File: src/rtl/ntt_bitrev_reorder_if.sv
// Coefficient stream bundle for the bit-reverse reorder stage: write side, read side and the frame error flag.
interface ntt_bitrev_reorder_if #(
  parameter int W = 32
);
  logic [W-1:0] in_data;
  logic         in_valid;
  logic         in_last;
  logic         in_ready;
  logic [W-1:0] out_data;
  logic         out_valid;
  logic         out_last;
  logic         out_ready;
  logic         frame_err;

  modport master (
    output in_data, in_valid, in_last, out_ready,
    input  in_ready, out_data, out_valid, out_last, frame_err
  );

  modport slave (
    input  in_data, in_valid, in_last, out_ready,
    output in_ready, out_data, out_valid, out_last, frame_err
  );
endinterface

File: src/rtl/ntt_bitrev_reorder.sv
// Ping-pong bit-reverse to natural order reorder of N-coefficient NTT frames; first output one cycle after the last write.
// in_ready drops only when both banks are full; registered output holds under !out_ready. Macro BITREV_FINAL_REDUCE_EN adds a mod reduction on write.
module ntt_bitrev_reorder #(
  parameter int W       = 32,
  parameter int N       = 8,
  parameter int MODULUS = 7681
) (
  input  logic               clk,
  input  logic               rst,
  ntt_bitrev_reorder_if.slave bus
);
  localparam int LOG2N = $clog2(N);
  typedef logic [LOG2N-1:0] idx_t;
  localparam idx_t LAST_IDX = idx_t'(N - 1);

  logic [W-1:0] mem_q [2][N];

  idx_t         wr_idx_q, wr_idx_d;
  idx_t         rd_idx_q, rd_idx_d;
  logic         wr_bank_q, wr_bank_d;
  logic         rd_bank_q, rd_bank_d;
  logic [1:0]   full_q, full_d;
  logic         out_valid_q, out_valid_d;
  logic         out_last_q, out_last_d;
  logic [W-1:0] out_data_q, out_data_d;
  logic         frame_err_q, frame_err_d;
  logic [W-1:0] wr_val;
  logic         wr_fire;
  logic         rd_load;

  function automatic idx_t bitrev(input idx_t i);
    idx_t r;
    r = '0;
    for (int b = 0; b < LOG2N; b++) r[b] = i[LOG2N-1-b];
    return r;
  endfunction

`ifdef BITREV_FINAL_REDUCE_EN
  // Multiplier output lies in [0, 2*MODULUS), so one conditional subtract suffices.
  localparam logic [W-1:0] MOD_W = W'(MODULUS);
  assign wr_val = (bus.in_data >= MOD_W) ? (bus.in_data - MOD_W) : bus.in_data;
`else
  logic unused_modulus;
  assign unused_modulus = (MODULUS != 0);
  assign wr_val         = bus.in_data;
`endif

  assign bus.in_ready  = !full_q[wr_bank_q];
  assign bus.out_data  = out_data_q;
  assign bus.out_valid = out_valid_q;
  assign bus.out_last  = out_last_q;
  assign bus.frame_err = frame_err_q;

  always_comb begin
    wr_fire     = bus.in_valid && !full_q[wr_bank_q];
    rd_load     = full_q[rd_bank_q] && (!out_valid_q || bus.out_ready);
    wr_idx_d    = wr_idx_q;
    rd_idx_d    = rd_idx_q;
    wr_bank_d   = wr_bank_q;
    rd_bank_d   = rd_bank_q;
    full_d      = full_q;
    out_valid_d = out_valid_q;
    out_last_d  = out_last_q;
    out_data_d  = out_data_q;
    frame_err_d = frame_err_q;

    if (wr_fire) begin
      // Frame boundaries follow wr_idx only; a stray in_last just flags the error.
      if (bus.in_last != (wr_idx_q == LAST_IDX)) frame_err_d = 1'b1;
      if (wr_idx_q == LAST_IDX) begin
        wr_idx_d          = '0;
        full_d[wr_bank_q] = 1'b1;
        wr_bank_d         = ~wr_bank_q;
      end else begin
        wr_idx_d = wr_idx_q + idx_t'(1);
      end
    end

    if (rd_load) begin
      out_data_d  = mem_q[rd_bank_q][rd_idx_q];
      out_last_d  = (rd_idx_q == LAST_IDX);
      out_valid_d = 1'b1;
      if (rd_idx_q == LAST_IDX) begin
        rd_idx_d          = '0;
        full_d[rd_bank_q] = 1'b0;
        rd_bank_d         = ~rd_bank_q;
      end else begin
        rd_idx_d = rd_idx_q + idx_t'(1);
      end
    end else if (out_valid_q && bus.out_ready) begin
      out_valid_d = 1'b0;
    end
  end

  always_ff @(posedge clk or negedge rst) begin
    if (!rst) begin
      wr_idx_q    <= '0;
      rd_idx_q    <= '0;
      wr_bank_q   <= 1'b0;
      rd_bank_q   <= 1'b0;
      full_q      <= 2'b00;
      out_valid_q <= 1'b0;
      out_last_q  <= 1'b0;
      out_data_q  <= '0;
      frame_err_q <= 1'b0;
    end else begin
      wr_idx_q    <= wr_idx_d;
      rd_idx_q    <= rd_idx_d;
      wr_bank_q   <= wr_bank_d;
      rd_bank_q   <= rd_bank_d;
      full_q      <= full_d;
      out_valid_q <= out_valid_d;
      out_last_q  <= out_last_d;
      out_data_q  <= out_data_d;
      frame_err_q <= frame_err_d;
    end
  end

  always_ff @(posedge clk) begin
    if (wr_fire) mem_q[wr_bank_q][bitrev(wr_idx_q)] <= wr_val;
  end
endmodule

File: src/flat_wrapper.sv
// flat-port wrapper written by rule: the top's interface ports become plain ports
module ntt_bitrev_reorder_flat 
#(
  parameter int W       = 32,
  parameter int N       = 8,
  parameter int MODULUS = 7681
)
  (clk, rst, bus_in_data, bus_in_valid, bus_in_last, bus_out_ready, bus_in_ready, bus_out_data, bus_out_valid, bus_out_last, bus_frame_err);
  ntt_bitrev_reorder_if #(.W(W)) bus_i ();
  input  logic clk;
  input  logic rst;
  input wire logic [$bits(bus_i.in_data)-1:0] bus_in_data;
  input wire logic [$bits(bus_i.in_valid)-1:0] bus_in_valid;
  input wire logic [$bits(bus_i.in_last)-1:0] bus_in_last;
  input wire logic [$bits(bus_i.out_ready)-1:0] bus_out_ready;
  output wire logic [$bits(bus_i.in_ready)-1:0] bus_in_ready;
  output wire logic [$bits(bus_i.out_data)-1:0] bus_out_data;
  output wire logic [$bits(bus_i.out_valid)-1:0] bus_out_valid;
  output wire logic [$bits(bus_i.out_last)-1:0] bus_out_last;
  output wire logic [$bits(bus_i.frame_err)-1:0] bus_frame_err;
  assign bus_i.in_data = bus_in_data;
  assign bus_i.in_valid = bus_in_valid;
  assign bus_i.in_last = bus_in_last;
  assign bus_i.out_ready = bus_out_ready;
  assign bus_in_ready = bus_i.in_ready;
  assign bus_out_data = bus_i.out_data;
  assign bus_out_valid = bus_i.out_valid;
  assign bus_out_last = bus_i.out_last;
  assign bus_frame_err = bus_i.frame_err;
  ntt_bitrev_reorder #(.W(W), .N(N), .MODULUS(MODULUS)) u_core (.clk(clk), .rst(rst), .bus(bus_i));
endmodule
File: config.mk
export PLATFORM = sky130hd
export DESIGN_NAME = ntt_bitrev_reorder_flat
export DESIGN_NICKNAME = d
export VERILOG_FILES = /design/src/rtl/ntt_bitrev_reorder_if.sv /design/src/rtl/ntt_bitrev_reorder.sv /design/src/flat_wrapper.sv
export SDC_FILE = /design/constraint.sdc
export NUM_CORES = 1
export LEC_CHECK = 0
export BUFFER_PORTS_ARGS = -buffer_cell sky130_fd_sc_hd__buf_4
export CAP_MARGIN = 20
export CORE_UTILIZATION = 55
export CTS_CLUSTER_DIAMETER = 200
export DETAILED_ROUTE_END_ITERATION = 8
export PLACE_DENSITY = 0.72
export SETUP_SLACK_MARGIN = 0.1
export SLEW_MARGIN = 20
export SYNTH_ARGS = -nofsm -noshare
export SYNTH_HDL_FRONTEND = slang
export SYNTH_SLANG_ARGS = --single-unit
File: constraint.sdc
create_clock -name clk -period 5 [get_ports clk]
set_input_delay 0.5 -clock clk [delete_from_list [all_inputs] [get_ports clk]]
set_output_delay 0.5 -clock clk [all_outputs]
set_load 0.01 [all_outputs]
==> flow_summary.ini, run 1 <==
[run_status]
status = finished clean

[floorplan]
die_h_microns = 198
rows = 71
fp.dieArea_sq_mm = 0.0393
io_pins = 73
initial_core_util = 0.561
die_w_microns = 198
core-area_sq_mm = 0.0378

[drt]
drtAntennaViolNets = 0
via_count = 10118
routed_wl_mm = 45.9
routedWlPerCell_microns = 28.9
drc_errors = 0
drtPass1Iterations = 6
vias_per_cell = 6.36
drtIter0Drc = 1010

[timing]
slew_violations = 0
finalCriticalPeriod_ps = 2500
slew_headroom = 0.234
worst_pin_slew_ps = 1150
setup_viol = 0
finClkSkew_ps = 21.4
tns_ps = 0
final.period_utilization = 0.500
fmax_mhz = 400
final_hold_viol_count = 0
rsz0062_at_grt = false

[power]
p_seq_frac = 0.440
p_leak_uw = 0.00785
power_density_mw_per_mm2 = 560
clockPowerShare = 0.296
p_sw_frac = 0.294
pwr-share-comb = 0.264
ir_drop_uv = 305
p_switching_uw = 3970
intPower_uw = 9550

[placement]
port_buffers = 72
place.gp.congestion = 0.767
dp_hpwl_mm = 22.7
dpl.cell_count = 1488

[setup_path]
critPathCapture = u_core.mem_q[0][202]
r2r_slack_ps = 2500
required_ps = 5280
path_max_fanout = 23
r2r_end = u_core.mem_q[0][202]
startpoint = u_core.wr_bank_q
worstRegToRegCells = 4
worstSetupPathType = reg2reg
cp-end-kind = flip-flop
critPathArrivalTime_ps = 2790
cp-start-kind = flip-flop
r2r_start = u_core.wr_bank_q

[yosys]
ys_top_cells_by_area = edfxtp_1 (73%), mux4_2 (13%), dfrtp_1 (5.3%)
synth_seq_area_share = 0.779
synth_flop_cell = edfxtp_1
synth_nets = 982
synth_common_cells = edfxtp_1 (512), mux4_2 (124), dfrtp_1 (45)
async_flop_share = 0.0808
ys.warnings.count = 0
syn_avg_cell_area_sq_um = 22.6
synth.distinct_cells = 32
syn-instance-count = 937
netlist_area_sq_mm = 0.0212
yosys.area.top_type = edfxtp_1
synth_seq_cells = 557
yosysTopAreaCellShare = 0.725
synth_edf_count = 512
yosysMostFrequentCell = edfxtp_1

[final_layout]
nets = 1080
finish.utilization = 0.640
area.growth.synth_to_final_pct = 14.0
stdcell_count = 1591
antenna_cells = 0
drive_above_1_share = 0.308

[grt]
grt_pass1_vias = 10437
grt_usage = 0.244
grt_overflow = 0
antenna_found_initial = 0
grt_max_degree = 57
grt_first_pass_wirelength_mm = 68.0

[cts]
ctsHoldBuffers = 0
clk_latency_ps = 600
cts_resized = 0
clk_pin_slew_ps = 60
root_buffer = clkbuf_16
cts_buffer_depth = 3
cts_sinks = 557
numCtsBuffers = 54
htreeDepth = 2
cts_tree = yes
post-cts-setup-buffer-count = 0

[hold_path]
hp-class = in2async

[run]
max_cap_violations = 0
-- cells by family (layout without fill, tap and decap cells) --
family,after synthesis,in the layout,synth area share
flip-flops,557,557,0.779
multiplexers,168,168,0.156
AO/OA/AOI/OAI,102,102,0.0325
buffers and inverters,61,204,0.0188
AND/OR/NAND/NOR,39,39,0.00850
adder cells (fa/ha/maj),8,8,0.00472
XOR/XNOR,2,2,0.000827
-- per-layer routing --
layer / part of all wire / global-route usage / vias to the layer above
met2: 0.49 / 0.394 / 447
met4: 0.018 / 0.0640 / 0
met5: 0 / 0 / -
met1: 0.42 / 0.349 / 5429
met3: 0.072 / 0.0429 / 64
li1: - / - / 4178
-- power groups by stage --
stage / Clock [uW] / Combinational, uW / Sequential (uW)
floorplan: 0 / 2700 / 5830
global placement: 0 / 3520 / 6020
detailed placement: 0 / 3580 / 6040
CTS: 4060 / 3580 / 5950
global route: 4220 / 3800 / 5990
finish: 4000 / 3570 / 5950
-- layout by cell type, fill, tap and decap left out, types with 8 or more instances in the layout --
| cell type | synthesis | final |
|---|---|---|
| edfxtp_1 | 512 | 512 |
| mux2i_1 | 35 | 35 |
| a21oi_1 | 32 | 32 |
| a221oi_1 | 31 | 31 |
| clkbuf_16 | 0 | 55 |
| dfrtp_1 | 45 | 42 |
| nor2_4 | 0 | 11 |
| buf_4 | 2 | 94 |
| nand2_1 | 8 | 8 |
| ha_1 | 8 | 8 |
| clkbuf_8 | 0 | 13 |
| clkbuf_1 | 15 | 19 |
| mux4_2 | 124 | 124 |
| o22ai_1 | 32 | 32 |
-- cell type report --
cell class	count	area (sq um)
Fill cell	2504	13600
Clock inverter	14	143
Clock buffer	87	1630
Inverter	4	15.0
Sequential cell	557	16500
Tap cell	511	639
Multi-Input combinational cell	319	4410
Timing Repair Buffer	99	813
-- how the worst min path moves through the flow --
stage                          from                      end  slack, ps  cells after the start
6_report                        rst  u_core.bus.out_data[31]         20                      1
5_1_grt                         rst  u_core.bus.out_data[19]         30                      1
4_1_cts                         rst  u_core.bus.out_data[19]        0.6                      1
3_5_place_dp   u_core.bus.frame_err     u_core.bus.frame_err        480                      1
3_3_place_gp   u_core.bus.frame_err     u_core.bus.frame_err        500                      1
2_1_floorplan                   rst     u_core.bus.frame_err        200                      0
-- sequential cells by signal, summed over array words and instances (netlist names) --
signal,count
u_core.mem_q,512
u_core.bus.out_data,32
u_core.rd_idx_q,3
u_core.wr_idx_q,3
u_core.full_q,2
u_core.bus.frame_err,1
u_core.bus.out_last,1
u_core.bus.out_valid,1
u_core.rd_bank_q,1
u_core.wr_bank_q,1
-- per-stage QoR --
step | power, uW | instance area [sq um] | setup WS, ps | hold slack (ps)
floorplan | 8530 | 21200 | 1380 | 204
global route | 14000 | 24200 | 2350 | 34.2
global placement | 9540 | 22300 | 2230 | 499
finish | 13500 | 24200 | 2500 | 16.2
CTS | 13600 | 24100 | 2070 | 0.636
detailed placement | 9620 | 22300 | 2110 | 476
-- worst max-delay path, stage by stage (launching register included) --
cell	delay [ps]
dfrtp_1	490
nor2_1	210
nand2_1	220
nor2_4	880
buf_4	370
(Power assumes the default switching activity.)
==> run 2, diff against run 1 <==
Settings changed: ABC_AREA set to 1, PLACE_DENSITY 0.72 to 0.75.
Clock period 5 ns to 2.2 ns, I/O delays scaled along.
==> run 2 against run 1 <==
Clock power up 120%; clock-buffer cell count down 7; final cell count up 63%; sequential power up 120%; critical path type unchanged.
==> flow_summary.ini, run 2 <==
[timing]
rsz0062_at_grt = false
final.period_utilization = 0.911
worst_pin_slew_ps = 725
finClkSkew_ps = 13.6
finalCriticalPeriod_ps = 2010
fmax_mhz = 499
tns_ps = 0
slew_violations = 0
setup_viol = 0
final_hold_viol_count = 0
slew_headroom = 0.517

[yosys]
yosysTopAreaCellShare = 0.684
ys.warnings.count = 0
synthAdderAreaFrac = 0.00445
synth.distinct_cells = 20
yosysMostFrequentCell = nand2_1
synth_simple_gate_area_frac = 0.222
syn-instance-count = 1908
synth_seq_cells = 557
synthMuxAreaShare = 0
synth_edf_count = 512
synth_flop_cell = edfxtp_1
syn_avg_cell_area_sq_um = 11.8
synth_xor_area_frac = 0
synth_seq_area_share = 0.734
synth_top_family_by_area = simple AND/OR/NAND/NOR gates
netlist_area_sq_mm = 0.0225
async_flop_share = 0.0808
yosys.area.top_type = edfxtp_1
synth_common_cells = nand2_1 (787), edfxtp_1 (512), nand3_1 (393)
ys_top_cells_by_area = edfxtp_1 (68%), nand2_1 (13%), nand3_1 (8.7%)
synth_nets = 1953
synth_compound_area_frac = 0.00334

[setup_path]
worstRegToRegCells = 10
worst_path_most_repeated_cell = nand2_1
r2r_start = u_core.rd_bank_q
required_ps = 2740
cp-start-kind = flip-flop
cp_cell_sequence = inv_6, buf_12, nand2_1, nand3_1, nand3_1, nand2_1, nand2_1, nand2_1, nand2_1, nand2_1
r2r_end = u_core.bus.out_data[21]
path_max_fanout = 59
critPathArrivalTime_ps = 2550
critPathMaxStageDelay_ps = 570
cp-end-kind = flip-flop
worstSetupPathType = reg2reg
crit_slowest_cell = dfrtp_4
r2r_slack_ps = 190

[cts]
cts_tree = yes
numCtsBuffers = 55
cts_sinks = 557
root_buffer = clkbuf_16
clk_latency_ps = 600
cts_buffer_depth = 3
htreeDepth = 2
clk_pin_slew_ps = 60

[power]
ir_drop_uv = 871
power_density_mw_per_mm2 = 1210
p_leak_uw = 0.00987
total_power_uw = 31500

[final_layout]
largest_register_ffs = 512
regMostFlops = u_core.mem_q
layout_common_cells = nand2_1 (786), edfxtp_1 (512), nand3_1 (387), buf_4 (107), clkbuf_16 (57)
area.growth.synth_to_final_pct = 15.4
final_common_cell = nand2_1
nets = 2064
finish.utilization = 0.649
stdcell_count = 2587
antenna_cells = 0
drive_above_1_share = 0.116

[floorplan]
fp.dieArea_sq_mm = 0.0417
rows = 73
core-area_sq_mm = 0.0400
initial_core_util = 0.562
io_pins = 73
die_w_microns = 204
die_h_microns = 204

[grt]
grt_overflow = 0
antenna_found_initial = 0
grt_usage = 0.261
grt_max_degree = 154
grt_pass1_vias = 14735
grt_first_pass_wirelength_mm = 81.8

[drt]
via_count = 14823
vias_per_cell = 5.73
drtAntennaViolNets = 0
routedWlPerCell_microns = 20.6
routed_wl_mm = 53.4
drc_errors = 0
drtIter0Drc = 1437
drtPass1Iterations = 5

[placement]
dp_hpwl_mm = 29.8
port_buffers = 72
place.gp.congestion = 0.832
dpl.cell_count = 2452

[hold_path]
holdPathStages = 4
hold_start = bus_in_valid
hp-class = in2reg
holdPathEnd = u_core.wr_idx_q[2]

[run]
max_cap_violations = 0

[run_status]
status = finished clean
## run 2: changes by cell type after synthesis, sizes merged, moves of 11 or more
cell	change
nand2	+779
nand3	+391
mux4	-128
buf	+61
mux2i	-35
a221oi	-32
o22ai	-32
a21oi	-31
inv	+14
o21ai	+11
## run 2: layer usage
layer	GRT usage	up-vias	part of all wire
li1	-	6824	-
met1	0.329	7202	0.38
met2	0.447	669	0.51
met3	0.0308	128	0.066
met4	0.129	0	0.043
met5	0	-	0
## run 2: cell families after synthesis
kind of cell    after synthesis
simple gates               1196
buf+inv                     133
flops                       557
compound gates               14
fa+ha+maj                     8
## run 2: how the worst max path moves through the flow
stage / startpoint / endpoint / slack (ps) / cells past startpoint
after CTS: u_core.rd_bank_q / u_core.bus.out_data[21] / 230 / 10
after global routing: u_core.rd_bank_q / u_core.bus.out_data[13] / 120 / 10
after floorplan: u_core.wr_bank_q / u_core.mem_q[1][32] / 7 / 3
after detailed placement: u_core.wr_bank_q / u_core.mem_q[1][63] / 260 / 4
after global placement: u_core.wr_bank_q / u_core.mem_q[1][41] / 290 / 4
final: u_core.rd_bank_q / u_core.bus.out_data[21] / 190 / 10
## run 2: metrics by stage
step	setup WS (ps)	hold slack [ps]	area (sq um)
floorplan	6.61	-75.6	22700
global route	118	145	26000
finish	195	99.7	26000
global placement	294	316	23900
CTS	234	76.7	25900
detailed placement	256	315	23900
## run 2: report_power, final
group	switching [uW]	internal, uW	leakage, uW	total (uW)
clock network	3810	5030	0.000828	8840
logic	6610	3090	0.00388	9700
registers	405	12500	0.00516	12900
## run 2: worst max-delay path: cells and delay by family (launching register included)
family                 cells  cell delay [ps]
AND/OR/NAND/NOR            8              730
flip-flops                 1              570
buffers and inverters      2              610
## run 2: cell type report
cell class | instances | area (sq um)
fill | 2926 | 14100
clock buffer | 80 | 1560
sequential | 557 | 16500
multi-input combinational | 1218 | 5320
tap | 525 | 657
timing repair buffer | 169 | 1700
clock inverter | 20 | 128
inverter | 18 | 78.8
## run 2: timing repair
item | 4_1_cts | 5_1_grt
endpoints found under the hold margin | 559 | 0
endpoints found under the setup margin | 0 | 1
hold buffers | 35 | 0
buffers inserted | 0 | 0
resized for setup | 0 | 1
==> run 3, diff against run 2 <==
Settings changed: PLACE_DENSITY 0.75 to 0.72.
Clock period 2.2 ns to 2.3 ns, I/O delays scaled along.
==> run 3 against run 2 <==
Register-to-register slack better by 90 ps; setup slack better by 92 ps; global-route usage up 0.097 points; utilization down 0.063 points; routed wire length down 0.70%; clock-buffer cell count down 4; combinational power down 4.6%; critical path type unchanged; largest cell class unchanged.
==> flow_summary.ini, run 3 (synthesis gave the netlist of run 2 again) <==
[grt]
grt_overflow = 0
grt_max_degree = 82
grt_first_pass_wirelength_mm = 81.7
antenna_found_initial = 0
grt_pass1_vias = 14363
grt_usage = 0.262

[floorplan]
rows = 73
fp.dieArea_sq_mm = 0.0417
initial_core_util = 0.562
core-area_sq_mm = 0.0400
die_w_microns = 204
die_h_microns = 204
io_pins = 73

[hold_path]
holdPathEnd = u_core.wr_idx_q[2]
hold_start = bus_in_valid
holdPathStages = 4
hp-class = in2reg

[final_layout]
area.growth.synth_to_final_pct = 15.3
layout_common_cells = nand2_1 (786), edfxtp_1 (512), nand3_1 (393), buf_4 (101), clkbuf_16 (54)
antenna_cells = 0
nets = 2062
regMostFlops = u_core.mem_q
final_common_cell = nand2_1
drive_above_1_share = 0.111
finish.utilization = 0.648
largest_register_ffs = 512

[drt]
routed_wl_mm = 53.0
drtAntennaViolNets = 0
drtIter0Drc = 1252
via_count = 14669
routedWlPerCell_microns = 20.5
drtPass1Iterations = 5
vias_per_cell = 5.67
drc_errors = 0

[timing]
rsz0062_at_grt = false
whs_ps = 107
fmax_mhz = 497
setup_viol = 0
slew_violations = 0
worst_pin_slew_ps = 739
final_hold_viol_count = 0
finClkSkew_ps = 12.9
final.period_utilization = 0.875
finalCriticalPeriod_ps = 2010
tns_ps = 0
slew_headroom = 0.507

[setup_path]
critPathMaxStageDelay_ps = 350
worstRegToRegCells = 8
critPathArrivalTime_ps = 2290
worstSetupPathType = reg2reg
path_max_fanout = 32
critPathBufInv = 3
r2r_slack_ps = 290
worst_path_most_repeated_cell = inv_1
required_ps = 2570
cp_top_family = buffers and inverters
r2r_end = u_core.mem_q[1][246]
cp-start-kind = flip-flop
cp-end-kind = flip-flop
crit_slowest_cell = dfrtp_1
r2r_start = u_core.full_q[1]
cp_cell_sequence = inv_1, nand2_1, o21ai_1, nand2_2, inv_1, nand3_1, nor2_4, buf_12

[cts]
clk_pin_slew_ps = 60
cts_buffer_depth = 3
htreeDepth = 2
root_buffer = clkbuf_16
clk_latency_ps = 600
cts_tree = yes
cts_sinks = 557
numCtsBuffers = 54

[placement]
dp_hpwl_mm = 27.7
port_buffers = 72
place.gp.congestion = 0.775

[power]
pwr-share-comb = 0.310
power_density_mw_per_mm2 = 1150
p_switching_uw = 10200
p_leak_uw = 0.00985
ir_drop_uv = 706
clockPowerShare = 0.277
intPower_uw = 19700
p_sw_frac = 0.341
total_power_uw = 29900
p_seq_frac = 0.413

[run]
max_cap_violations = 0

[run_status]
status = finished clean
run 3: timing repair:
| item | 4_1_cts | 5_1_grt |
|---|---|---|
| hold buffers | 35 | 0 |
| buffers inserted | 0 | 1 |
| endpoints found under the setup margin | 0 | 28 |
| endpoints found under the hold margin | 559 | 0 |
| gates resized for setup | 0 | 0 |
run 3: worst max-delay path by stage:
stage	to	cells past startpoint	startpoint
3_3_place_gp	u_core.mem_q[1][86]	8	u_core.full_q[1]
5_1_grt	u_core.mem_q[1][144]	8	u_core.full_q[1]
2_1_floorplan	u_core.mem_q[1][128]	6	u_core.wr_bank_q
3_5_place_dp	u_core.mem_q[1][87]	8	u_core.full_q[1]
6_report	u_core.mem_q[1][246]	8	u_core.full_q[1]
4_1_cts	u_core.mem_q[1][81]	8	u_core.full_q[1]
run 3: power groups by stage:
stage / Clock, uW / Sequential (uW) / Combinational, uW
3_5_place_dp: 0 / 12500 / 9160
4_1_cts: 8370 / 12300 / 9290
2_1_floorplan: 0 / 12600 / 6050
6_report: 8270 / 12300 / 9250
5_1_grt: 8770 / 12400 / 10200
3_3_place_gp: 0 / 12500 / 9010
run 3: layout make-up:
type,instances,area [sq um]
Fill cell,2914,14100
Timing Repair Buffer,168,1750
Inverter,18,78.8
Clock buffer,76,1470
Multi-Input combinational cell,1218,5280
Sequential cell,557,16500
Clock inverter,24,178
Tap cell,525,657
run 3: metal layers:
layer  vias up  track usage  wire length [microns]
met5         -            0                      0
met4         0        0.106                   1790
met3       130       0.0405                   3530
met2       579        0.442                  26000
met1      7141        0.340                  21700
li1       6819            -                      -
run 3: per-stage QoR:
step | instances | setup slack (ps) | cell area (sq um)
detailed placement | 2450 | 288 | 23900
CTS | 2585 | 278 | 25900
global route | 2586 | 107 | 25900
finish | 2586 | 287 | 25900
global placement | 2450 | 274 | 23900
floorplan | 1908 | 94.4 | 22600
run 3: worst min-delay path: stages:
cell and delay [ps]:
buf_4 110, nand2_2 60, buf_4 150, o21ai_0 90
